## config.mk

```make
export PLATFORM = sky130hd
export DESIGN_NAME = uzed_button_debounce
export DESIGN_NICKNAME = d
export VERILOG_FILES = /design/src/rtl/uzed_io_pkg.sv /design/src/rtl/uzed_debounce_chan.sv /design/src/rtl/uzed_button_debounce.sv
export SDC_FILE = /design/constraint.sdc
export NUM_CORES = 1
export LEC_CHECK = 0
export BUFFER_PORTS_ARGS = -buffer_cell sky130_fd_sc_hd__clkbuf_2
export CAP_MARGIN = 20
export CORE_ASPECT_RATIO = 0.9
export CORE_UTILIZATION = 50
export DETAILED_ROUTE_END_ITERATION = 7
export PLACE_DENSITY_LB_ADDON = 0.3
export SETUP_SLACK_MARGIN = 0.02
export SLEW_MARGIN = 10
export SYNTH_ARGS = -nofsm -noshare
export SYNTH_HDL_FRONTEND = slang
export SYNTH_HIERARCHICAL = 1
export SYNTH_SLANG_ARGS = --single-unit
```

## constraint.sdc

```tcl
create_clock -name clk_600 -period 2.17 [get_ports clk_600]
set_clock_uncertainty 0.2 [all_clocks]
set_input_delay 0.434 -clock clk_600 [delete_from_list [all_inputs] [get_ports clk_600]]
set_output_delay 0.434 -clock clk_600 [all_outputs]
set_load 0.05 [all_outputs]
```

## src/rtl/uzed_io_pkg.sv

```systemverilog
// Shared definitions for the UZED board I/O blocks: event codes, event record
// layout, clock constants and a constant-evaluable clog2.
package uzed_io_pkg;

   localparam logic [1:0] EVT_RISE = 2'd0;
   localparam logic [1:0] EVT_FALL = 2'd1;
   localparam logic [1:0] EVT_LONG = 2'd2;

   localparam int CLK_600_HZ = 600000000;
   localparam int CYC_PER_MS = 600000;

   typedef logic [1:0] evt_type_t;

   typedef struct packed {
      logic [3:0] idx;
      evt_type_t  typ;
   } event_t;

   function automatic int clog2(input int value);
      int result;
      result = 0;
      for (int i = 0; i < 31; i++) begin
         if ((64'd1 << i) < 64'(value)) result = i + 1;
      end
      return result;
   endfunction

endpackage

```

## src/rtl/uzed_debounce_chan.sv

```systemverilog
// One input channel: synchronizer, optional inversion, debounce counter and
// long-press hold counter driven by a shared tick.
module uzed_debounce_chan
   import uzed_io_pkg::*;
#(
   parameter int   SYNC_STAGES     = 2,
   parameter logic INVERT          = 1'b0,
   parameter int   DEBOUNCE_CYCLES = 600000,
   parameter int   LONG_TICKS      = 500
) (
   input  logic clk_600,
   input  logic RESET,
   input  logic raw_in,
   input  logic tick,
   output logic state,
   output logic rise,
   output logic fall,
   output logic long_press
);

   localparam int CNT_W  = (clog2(DEBOUNCE_CYCLES) < 1) ? 1 : clog2(DEBOUNCE_CYCLES);
   localparam int HOLD_W = (clog2(LONG_TICKS + 2) < 1) ? 1 : clog2(LONG_TICKS + 2);
   localparam logic [CNT_W-1:0]  CNT_LAST = CNT_W'(DEBOUNCE_CYCLES - 1);
   localparam logic [HOLD_W-1:0] HOLD_ARM = HOLD_W'(LONG_TICKS);
   localparam logic [HOLD_W-1:0] HOLD_SAT = HOLD_W'(LONG_TICKS + 1);

   logic [SYNC_STAGES-1:0] sync_q, sync_d;
   logic [CNT_W-1:0]       cnt_q, cnt_d;
   logic [HOLD_W-1:0]      hold_q, hold_d;
   logic                   state_q, state_d;
   logic                   rise_q, rise_d;
   logic                   fall_q, fall_d;
   logic                   long_q, long_d;
   logic                   s;

   assign s = sync_q[SYNC_STAGES-1] ^ INVERT;

   // NOTE: every signal assigned in always_comb gets a default first, so no path leaves it unassigned and no latch is inferred.
   always_comb begin
      sync_d  = {sync_q[SYNC_STAGES-2:0], raw_in};
      cnt_d   = cnt_q;
      state_d = state_q;
      rise_d  = 1'b0;
      fall_d  = 1'b0;
      if (s == state_q) begin
         cnt_d = '0;
      end else if (cnt_q == CNT_LAST) begin
         cnt_d   = '0;
         state_d = s;
         rise_d  = s;
         fall_d  = ~s;
      end else begin
         cnt_d = cnt_q + CNT_W'(1);
      end
   end

   // The first tick after a press lands mid-interval and only opens the window;
   // LONG_TICKS full intervals must follow, so the hold is never shorter than nominal.
   always_comb begin
      hold_d = hold_q;
      long_d = 1'b0;
      if (!state_q) begin
         hold_d = '0;
      end else if (tick && (hold_q != HOLD_SAT)) begin
         hold_d = hold_q + HOLD_W'(1);
         long_d = (hold_q == HOLD_ARM);
      end
   end

   // NOTE: sequential state uses non-blocking assignments so every flop samples pre-edge values regardless of statement order.
   always_ff @(posedge clk_600 or posedge RESET) begin
      if (RESET) begin
         sync_q  <= '0;
         cnt_q   <= '0;
         hold_q  <= '0;
         state_q <= 1'b0;
         rise_q  <= 1'b0;
         fall_q  <= 1'b0;
         long_q  <= 1'b0;
      end else begin
         sync_q  <= sync_d;
         cnt_q   <= cnt_d;
         hold_q  <= hold_d;
         state_q <= state_d;
         rise_q  <= rise_d;
         fall_q  <= fall_d;
         long_q  <= long_d;
      end
   end

   assign state      = state_q;
   assign rise       = rise_q;
   assign fall       = fall_q;
   assign long_press = long_q;

endmodule

```

## src/rtl/uzed_button_debounce.sv

```systemverilog
// Debounced button/DIP input block: per-channel debounce and long-press
// detection feeding a prioritized valid/ready event register.
module uzed_button_debounce
   import uzed_io_pkg::*;
#(
   parameter int                  N_INPUTS        = 8,
   parameter int                  SYNC_STAGES     = 2,
   parameter logic [N_INPUTS-1:0] INVERT_MASK     = '0,
   parameter int                  DEBOUNCE_CYCLES = CYC_PER_MS,
   parameter int                  TICK_CYCLES     = CYC_PER_MS,
   parameter int                  LONG_TICKS      = 500
) (
   input  logic                clk_600,
   input  logic                RESET,
   input  logic [N_INPUTS-1:0] btn_raw,
   output logic [N_INPUTS-1:0] btn_state,
   output logic [N_INPUTS-1:0] btn_rise,
   output logic [N_INPUTS-1:0] btn_fall,
   output logic [N_INPUTS-1:0] btn_long,
   output logic                event_valid,
   input  logic                event_ready,
   output logic [3:0]          event_idx,
   output logic [1:0]          event_type,
   output logic                event_overflow,
   input  logic                overflow_clr
);

   localparam int TICK_W = (clog2(TICK_CYCLES) < 1) ? 1 : clog2(TICK_CYCLES);
   localparam logic [TICK_W-1:0] TICK_LAST = TICK_W'(TICK_CYCLES - 1);

   logic [TICK_W-1:0]   pres_q, pres_d;
   logic                tick_q, tick_d;
   logic [N_INPUTS-1:0] pend_rise_q, pend_rise_d;
   logic [N_INPUTS-1:0] pend_long_q, pend_long_d;
   logic [N_INPUTS-1:0] pend_fall_q, pend_fall_d;
   logic [N_INPUTS-1:0] eff_rise, eff_long, eff_fall;
   logic [N_INPUTS-1:0] ld_rise, ld_long, ld_fall;
   logic                valid_q, valid_d;
   logic                ovf_q, ovf_d;
   logic                load, found;
   event_t              evt_q, evt_d;

   for (genvar g = 0; g < N_INPUTS; g++) begin : g_chan
      uzed_debounce_chan #(
         .SYNC_STAGES     (SYNC_STAGES),
         .INVERT          (INVERT_MASK[g]),
         .DEBOUNCE_CYCLES (DEBOUNCE_CYCLES),
         .LONG_TICKS      (LONG_TICKS)
      ) u_chan (
         .clk_600    (clk_600),
         .RESET      (RESET),
         .raw_in     (btn_raw[g]),
         .tick       (tick_q),
         .state      (btn_state[g]),
         .rise       (btn_rise[g]),
         .fall       (btn_fall[g]),
         .long_press (btn_long[g])
      );
   end

   always_comb begin
      tick_d = (pres_q == TICK_LAST);
      pres_d = tick_d ? '0 : pres_q + TICK_W'(1);
   end

   // Pulses arriving this cycle are eligible for loading immediately, so an
   // idle register presents an event the cycle after its pulse.
   always_comb begin
      eff_rise = pend_rise_q | btn_rise;
      eff_long = pend_long_q | btn_long;
      eff_fall = pend_fall_q | btn_fall;
      load     = !valid_q || event_ready;
      ld_rise  = '0;
      ld_long  = '0;
      ld_fall  = '0;
      found    = 1'b0;
      valid_d  = valid_q;
      evt_d    = evt_q;
      if (load) begin
         valid_d = 1'b0;
         for (int i = 0; i < N_INPUTS; i++) begin
            if (!found && (eff_rise[i] || eff_long[i] || eff_fall[i])) begin
               found     = 1'b1;
               valid_d   = 1'b1;
               evt_d.idx = 4'(i);
               if (eff_rise[i]) begin
                  evt_d.typ  = EVT_RISE;
                  ld_rise[i] = 1'b1;
               end else if (eff_long[i]) begin
                  evt_d.typ  = EVT_LONG;
                  ld_long[i] = 1'b1;
               end else begin
                  evt_d.typ  = EVT_FALL;
                  ld_fall[i] = 1'b1;
               end
            end
         end
      end
   end

   // A loaded bit survives only when an already-pending event is taken and a
   // fresh pulse lands on the same edge; a pulse onto a bit that stays set is dropped.
   always_comb begin
      pend_rise_d = (eff_rise & ~ld_rise) | (pend_rise_q & btn_rise);
      pend_long_d = (eff_long & ~ld_long) | (pend_long_q & btn_long);
      pend_fall_d = (eff_fall & ~ld_fall) | (pend_fall_q & btn_fall);
      ovf_d       = (|(pend_rise_q & btn_rise & ~ld_rise))
                  | (|(pend_long_q & btn_long & ~ld_long))
                  | (|(pend_fall_q & btn_fall & ~ld_fall))
                  | (ovf_q && !overflow_clr);
   end

   always_ff @(posedge clk_600 or posedge RESET) begin
      if (RESET) begin
         pres_q      <= '0;
         tick_q      <= 1'b0;
         pend_rise_q <= '0;
         pend_long_q <= '0;
         pend_fall_q <= '0;
         valid_q     <= 1'b0;
         evt_q       <= '0;
         ovf_q       <= 1'b0;
      end else begin
         pres_q      <= pres_d;
         tick_q      <= tick_d;
         pend_rise_q <= pend_rise_d;
         pend_long_q <= pend_long_d;
         pend_fall_q <= pend_fall_d;
         valid_q     <= valid_d;
         evt_q       <= evt_d;
         ovf_q       <= ovf_d;
      end
   end

   assign event_valid    = valid_q;
   assign event_idx      = evt_q.idx;
   assign event_type     = evt_q.typ;
   assign event_overflow = ovf_q;

endmodule
```

## Word-level counts from Yosys, hierarchy flattened

Index checks and enable logic that the tools add are counted.

| cells by class | value |
|---|---|
| add/sub/neg operators | 17 |
| $mul | 0 |
| div/mod/pow operators | 0 |
| magnitude comparators | 0 |
| equal/unequal tests | 41 |
| shifts and indexed selects | 0 |
| mux-type cells | 193 |
| bitwise gates (word level) | 37 |
| reductions and logical operators | 55 |

Operators with widths:

| operator | number |
|---|---|
| $mux W20 | 17 |
| $add A20 B1 Y20 const B | 9 |
| $eq A20 B20 Y1 const B | 9 |
| $mux W9 | 16 |
| $mux W1 | 133 |
| $add A9 B1 Y9 const B | 8 |
| $and A8 B8 Y8 | 9 |
| $eq A9 B9 Y1 const B | 8 |
| $ne A9 B9 Y1 const B | 8 |
| $mux W6 | 8 |
| $or A8 B8 Y8 | 6 |
| $mux W2 | 16 |
| $mux W8 | 3 |
| $not A8 Y8 | 3 |
| $reduce_or A8 Y1 | 3 |
| $reduce_and A2 Y1 | 9 |
| $logic_or A1 B1 Y1 | 17 |
| $logic_and A1 B1 Y1 | 16 |
| $ne A2 B2 Y1 const B | 8 |
| $not A1 Y1 | 16 |
| $logic_not A1 Y1 | 9 |
| $eq A1 B1 Y1 | 8 |
| $reduce_bool A8 Y1 | 1 |
| $or A1 B1 Y1 | 3 |

| storage, ports and cells | value |
|---|---|
| flip-flop bits (word level) | 333 |
| latch bits | 0 |
| RAM bits | 0 |
| ROM bits | 0 |
| input port bits | 12 |
| output and inout bits | 40 |
| logic and storage cells | 408 |
| memories | 0 |

## Logic depth before layout (Yosys ltp)

| logic depth | value |
|---|---|
| word-level depth | 39 |
| mapped depth | 8 |

## Hierarchy

Netlist, hierarchy kept.

By module, submodules not included:

| module | instances | cells each | area each (um2) | sequential area each (um2) |
|---|---|---|---|---|
| uzed_debounce_chan (g_chan[0].u_chan ...) | 7 | 163 | 1,783.0 | 875.8 |
| uzed_button_debounce | 1 | 330 | 3,061.7 | 1,301.2 |
| uzed_debounce_chan (g_chan[7].u_chan) | 1 | 163 | 1,765.4 | 875.8 |

## Worst setup path after synthesis

Ideal clock, no wire load.

| timing path | value |
|---|---|
| kind | flip-flop to flip-flop |
| start point | reg g_chan[2].u_chan.rise_q |
| end point | reg ovf_q (netlist: event_overflow) |
| setup time | 0.136 ns |
| arrival time | 2.227 ns |
| required time | 1.834 ns |
| setup slack | -0.392 ns |
| cell stages (with the launch flop) | 8 |
| cells stage by stage | dfrtp_1 -> nor4_4 -> nand4_2 -> buf_6 -> o41ai_1 -> o2111ai_1 -> a2111oi_2 -> nand3_1 |

| between the ends | value |
|---|---|
| word-level cells in the longest chain between the ends | 32 |
| elaborated cells between the ends (all ways) | 61 |
| those cells by class | mux (34); bitwise (11); reduce/logical (16) |

RTL lines:

| element | line | text |
|---|---|---|
| start, declared | uzed_debounce_chan.sv:31 | `logic rise_q, rise_d;` |
| start signal, assigned | uzed_debounce_chan.sv:85 | `rise_q <= rise_d;` |
| $or A8 B8 Y8 | uzed_button_debounce.sv:69 | `eff_rise = pend_rise_q \| btn_rise;` |
| $logic_or A1 B1 Y1 (2 in a row) | uzed_button_debounce.sv:82 | `if (!found && (eff_rise[i] \|\| eff_long[i] \|\| eff_fall[i])) begin` |
| $logic_and A1 B1 Y1 | uzed_button_debounce.sv:82 |  |
| $mux W1 | uzed_button_debounce.sv:82 |  |
| $mux W1 | uzed_button_debounce.sv:79 | `if (load) begin` |
| $logic_not A1 Y1 | uzed_button_debounce.sv:82 |  |
| $logic_and A1 B1 Y1 | uzed_button_debounce.sv:82 |  |
| $mux W1 | uzed_button_debounce.sv:82 |  |
| [16 not listed] | -- |  |
| $mux W8 | uzed_button_debounce.sv:79 |  |
| $not A8 Y8 (on tied branches) | uzed_button_debounce.sv:107, uzed_button_debounce.sv:108 |  |
| $and A8 B8 Y8 (on tied branches) | uzed_button_debounce.sv:107, uzed_button_debounce.sv:108 |  |
| $reduce_or A8 Y1 (on tied branches) | uzed_button_debounce.sv:107, uzed_button_debounce.sv:108 |  |
| $or A1 B1 Y1 | uzed_button_debounce.sv:108 | `\| (\|(pend_long_q & btn_long & ~ld_long))` |
| $or A1 B1 Y1 (*) | uzed_button_debounce.sv:109 | `\| (\|(pend_fall_q & btn_fall & ~ld_fall))` |
| $or A1 B1 Y1 (*) | uzed_button_debounce.sv:110 | `\| (ovf_q && !overflow_clr);` |
| net ovf_d | uzed_button_debounce.sv:39 | `logic ovf_q, ovf_d;` |
| end signal, assigned | uzed_button_debounce.sv:131 | `ovf_q <= ovf_d;` |
| end, declared | uzed_button_debounce.sv:39 |  |

The timed path passes the listed nets; every way through them passes the cells marked *. The select of a mux whose other input is x is not followed.
A chain may end at the register's enable or synchronous reset.

## Final worst setup path

| timing path | value |
|---|---|
| start point | reg g_chan[3].u_chan.rise_q |
| end point | reg ovf_q (netlist: event_overflow) |

| between the ends | value |
|---|---|
| word-level cells in the longest chain between the ends | 28 |
| elaborated cells between the ends (all ways) | 54 |
| those cells by class | mux (29); bitwise (11); reduce/logical (14) |

RTL lines:

| element | line |
|---|---|
| start, declared | uzed_debounce_chan.sv:31 |
| start signal, assigned | uzed_debounce_chan.sv:85 |
| $or A8 B8 Y8 | uzed_button_debounce.sv:69 |
| $logic_or A1 B1 Y1 (2 in a row) | uzed_button_debounce.sv:82 |
| $logic_and A1 B1 Y1 | uzed_button_debounce.sv:82 |
| $mux W1 | uzed_button_debounce.sv:82 |
| $mux W1 | uzed_button_debounce.sv:79 |
| $logic_not A1 Y1 | uzed_button_debounce.sv:82 |
| $logic_and A1 B1 Y1 | uzed_button_debounce.sv:82 |
| $mux W1 | uzed_button_debounce.sv:82 |
| [12 not listed] | -- |
| $mux W8 | uzed_button_debounce.sv:79 |
| $not A8 Y8 (on tied branches) | uzed_button_debounce.sv:107, uzed_button_debounce.sv:108 |
| $and A8 B8 Y8 (on tied branches) | uzed_button_debounce.sv:107, uzed_button_debounce.sv:108 |
| $reduce_or A8 Y1 (on tied branches) | uzed_button_debounce.sv:107, uzed_button_debounce.sv:108 |
| $or A1 B1 Y1 | uzed_button_debounce.sv:108 |
| $or A1 B1 Y1 (*) | uzed_button_debounce.sv:109 |
| $or A1 B1 Y1 (*) | uzed_button_debounce.sv:110 |
| net ovf_d | uzed_button_debounce.sv:39 |

Marked as above.

==> key figures <==
Logic synthesis
  • Async S/R FF share, synth: 100%
  • Post-synthesis cell count: between 1500 and 2000
  • Number of flops mapped to enable cells by yosys: 0
  • Sequential cell area fraction in the yosys report: approximately half
  • Fraction of synthesized cell area taken by the top area cell type: approximately half
  • Syn nets: about 1700
  • Dominant cell type by area after synthesis: dfrtp_1
  • Synthesized flop and latch total: 332
  • Avg Cell Area, Syn: around 11 µm²
  • Dominant synthesized flop cell: dfrtp_1
  • Largest cells by area after synthesis: dfrtp_1 48%, xnor2_1 6.9%, nor2_1 3.9%
  • Distinct cell type count of the synthesized netlist: ~70
  • Post-Synthesis Cell Area: approximately 17000 µm²
  • Number of warnings issued by yosys: 6

Floorplan
  • Vertical extent of the die: around 180 µm
  • Core Rows: 64
  • Die area: 35400 µm²
  • Initial standard-cell utilization of the core: between 50% and 60%
  • Boundary pin count: between 50 and 60
  • Core area: between 30000 and 40000 µm²
  • Die X: approximately 200 µm

Timing
  • Final-report hold violation count: 0
  • Slew at the pin closest to its max-slew limit: 616 ps
  • Worst hold-check slack: ~150 ps
  • Unrepaired setup endpoints after global routing: yes
  • Final worst setup slack: -196 ps
  • Number of pins with negative max-slew slack in the final report: 0
  • Aggregate negative setup slack: -1010 ps
  • Tightest slew margin relative to the limit: 58.5%
  • Crit share post-route: 109%
  • Upper clock frequency limit: 0.423 GHz
  • Setup-violating endpoint count in the final report: 11
  • Shortest clock period the worst path allows after layout: approximately 2400 ps

Power and ir drop
  • Clock power frac: roughly half
  • Design internal power: 10.5 mW
  • Leakage: between 9 and 10 nW
  • Combinational group share of total power: under 10%
  • Switching portion of total power: 22.1%
  • Register share of total power: a little under half
  • Worst vdd rail ir drop: 0.595 mV
  • Switch Pwr: ~3.0 mW
  • Pwr dens: around 640 nW/µm²

Drt
  • Routed wire per std cell: between 15 and 20 µm
  • Highest metal layer with signal wires: met4
  • Routed wire length on met2: ~18 mm
  • Final WL: 37.6 mm
  • DR pass1 iterations: 5
  • M1 wire length: approximately 18 mm
  • Number of vias in the routed layout: 13000
  • Detailed-route DRC error count: 0
  • Detail-routed via count per cell: around 5.5
  • Met3 WL: 1.45 mm
  • ANT nets after route: 0
  • First-iteration detailed-routing DRC count: 830

GRT
  • Global-route wire length before repair: 64.5 mm
  • Initial antenna violation count: 0
  • Aggregate global routing overflow: 0
  • GR Util All Layers: 22.3%
  • Via count of the first global-routing pass: 13100
  • Pin count of the biggest net entering global routing: 40

Worst hold path
  • Worst hold path type: reg2reg
  • Hold Path Stages: 0
  • Worst hold path endpoint: g_chan[1].u_chan/sync_q[1]
  • Source of the worst hold timing path: g_chan[1].u_chan/sync_q[0]

Placement
  • Count of input and output buffers: 50
  • Routability congestion estimate: 0.921
  • Placed cell count: around 2300
  • Half-perimeter wire length after detailed placement: 26.1 mm

Setup path
  • Endpoint of the lowest-slack register-to-register path: event_overflow
  • Worst Path Required: about 2400 ps
  • Reg-to-reg critical path startpoint: g_chan[3].u_chan/rise
  • Kind of start point of the critical path: flip-flop
  • Endpoint kind of the worst setup timing path: flip-flop
  • Largest fanout on the critical path: 6
  • Worst-case reg-to-reg path depth: 7
  • Worst setup path class: reg2reg
  • Arrival time of the worst setup path: approximately 2600 ps
  • Flop2flop setup slack: -200 ps

Final layout
  • Highest-count cells in the layout ignoring fill and taps: 315 x dfrtp_1, 176 x nor2_1, 139 x buf_4
  • Number of non-filler instances in the completed layout: 2358
  • Diodes inserted: 0
  • Post-synthesis to final-layout area growth: 21.0%
  • Share of cells above drive strength 1: 24.1%
  • Final nets: 1911
  • Commonest non-fill, non-tap cell in the layout: dfrtp_1

Clock network
  • Clock transition time at the flip-flop clock pins of the worst setup and hold paths: ~60 ps
  • Source-to-sink clock delay at the later pin of the worst-skew pair: 530 ps
  • Clock tree from TritonCTS: yes
  • Clock tree buffer depth: 3
  • Buffer type at the clock tree root: clkbuf_16
  • Clock buffers created by TritonCTS: 38
  • CTS H-tree depth: 2
  • Sinks on the clock net: around 330

Outcome
  • Run status: finished, violations left
  • Failing checks: negative setup slack

Flow run
  • Max-cap violations: 0
-- repair_timing --
item,in CTS,in global routing
gates resized for setup,38,30
hold buffers,9,0
endpoints found under the setup margin,19,25
endpoints found under the hold margin,30,0
setup buffers,7,7
pin swaps,15,21
-- cell type report --
| type | instances | area, µm² |
|---|---|---|
| Fill cell | 2711 | 13100 |
| Multi-Input combinational cell | 1202 | 8790 |
| Sequential cell | 332 | 8330 |
| Timing Repair Buffer | 217 | 1640 |
| Clock buffer | 53 | 1120 |
| Tap cell | 462 | 578 |
| Inverter | 75 | 284 |
| Clock inverter | 17 | 199 |
-- sequential cells by signal, summed over array words and instances (netlist names), 16 cells and up --
register and count:
g_chan.u_chan/hold_q 72, g_chan.u_chan/cnt_q 160, pres_q 20, g_chan.u_chan/sync_q 16
-- Yosys cell counts, types with 9 or more instances --
cell type / instances
dfrtp_1: 332
nor2_1: 181
xnor2_1: 137
nand2_1: 102
nand3_1: 75
inv_1: 74
nand4_1: 63
and2_1: 53
nor3_1: 42
a21oi_1: 41
xor2_1: 41
nor4_1: 34
ha_1: 33
o21ai_0: 28
nor3b_1: 24
and4_1: 23
and3_2: 22
and3_1: 20
maj3_1: 18
a31oi_1: 17
nor4b_2: 17
a21boi_0: 16
a21o_1: 16
mux2i_1: 16
clkbuf_1: 12
nor2b_1: 11
o41ai_1: 11
nand4_2: 10
a211o_1: 9
buf_4: 9
or3_1: 9
-- stage by stage --
| step | total power, mW | setup slack (ps) | utilization [%] | instance area (µm²) |
|---|---|---|---|---|
| 2_1_floorplan | 6.76 | -185 | - | 17400 |
| 3_3_place_gp | 6.93 | -145 | 56.4 | 19200 |
| 3_5_place_dp | 6.94 | -246 | 56.4 | 19200 |
| 4_1_cts | 13.7 | -176 | 61.1 | 20800 |
| 5_1_grt | 14.0 | -339 | 61.5 | 20900 |
| 6_report | 13.5 | -196 | 61.5 | 20900 |
-- power by group through the flow --
stage / clock, mW / sequential, mW / combinational (mW)
final: 6.67 / 6.35 / 0.485
after global routing: 7.10 / 6.36 / 0.538
after CTS: 6.85 / 6.35 / 0.497
after detailed placement: 0 / 6.46 / 0.478
after global placement: 0 / 6.46 / 0.467
after floorplan: 0 / 6.53 / 0.233
-- metal layers --
metal | vias up | GRT usage [%]
met5 | - | 0
met4 | 0 | 6.85
met2 | 187 | 36.7
met3 | 67 | 3.67
li1 | 6315 | -
met1 | 6475 | 30.3
-- worst max path at each step --
| stage | start | to | slack, ps |
|---|---|---|---|
| 6_report | g_chan[3].u_chan/rise | event_overflow | -200 |
| 3_5_place_dp | g_chan[3].u_chan/rise | event_overflow | -250 |
| 3_3_place_gp | event_ready | pend_long_q[5] | -140 |
| 5_1_grt | g_chan[3].u_chan/rise | event_overflow | -340 |
| 4_1_cts | pend_long_q[3] | event_overflow | -180 |
| 2_1_floorplan | g_chan[2].u_chan/long_press | event_overflow | -180 |
-- kinds of logic after synthesis --
| logic type | synth area share (%) |
|---|---|
| xor+xnor | 9.01 |
| buf+inv | 2.47 |
| fa+ha+maj | 3.43 |
| other cells | 0.0217 |
| compound gates | 7.70 |
| mux | 1.62 |
| flops | 48.0 |
| simple gates | 27.8 |
-- critical path: stages, from the launching register on --
cell and delay (ps):
dfrtp_2 430, nor4_4 380, nand4_4 190, buf_6 190, o41ai_2 310, o2111ai_1 180, a2111oi_2 260, nand3_1 110
(Power assumes the default switching activity.)
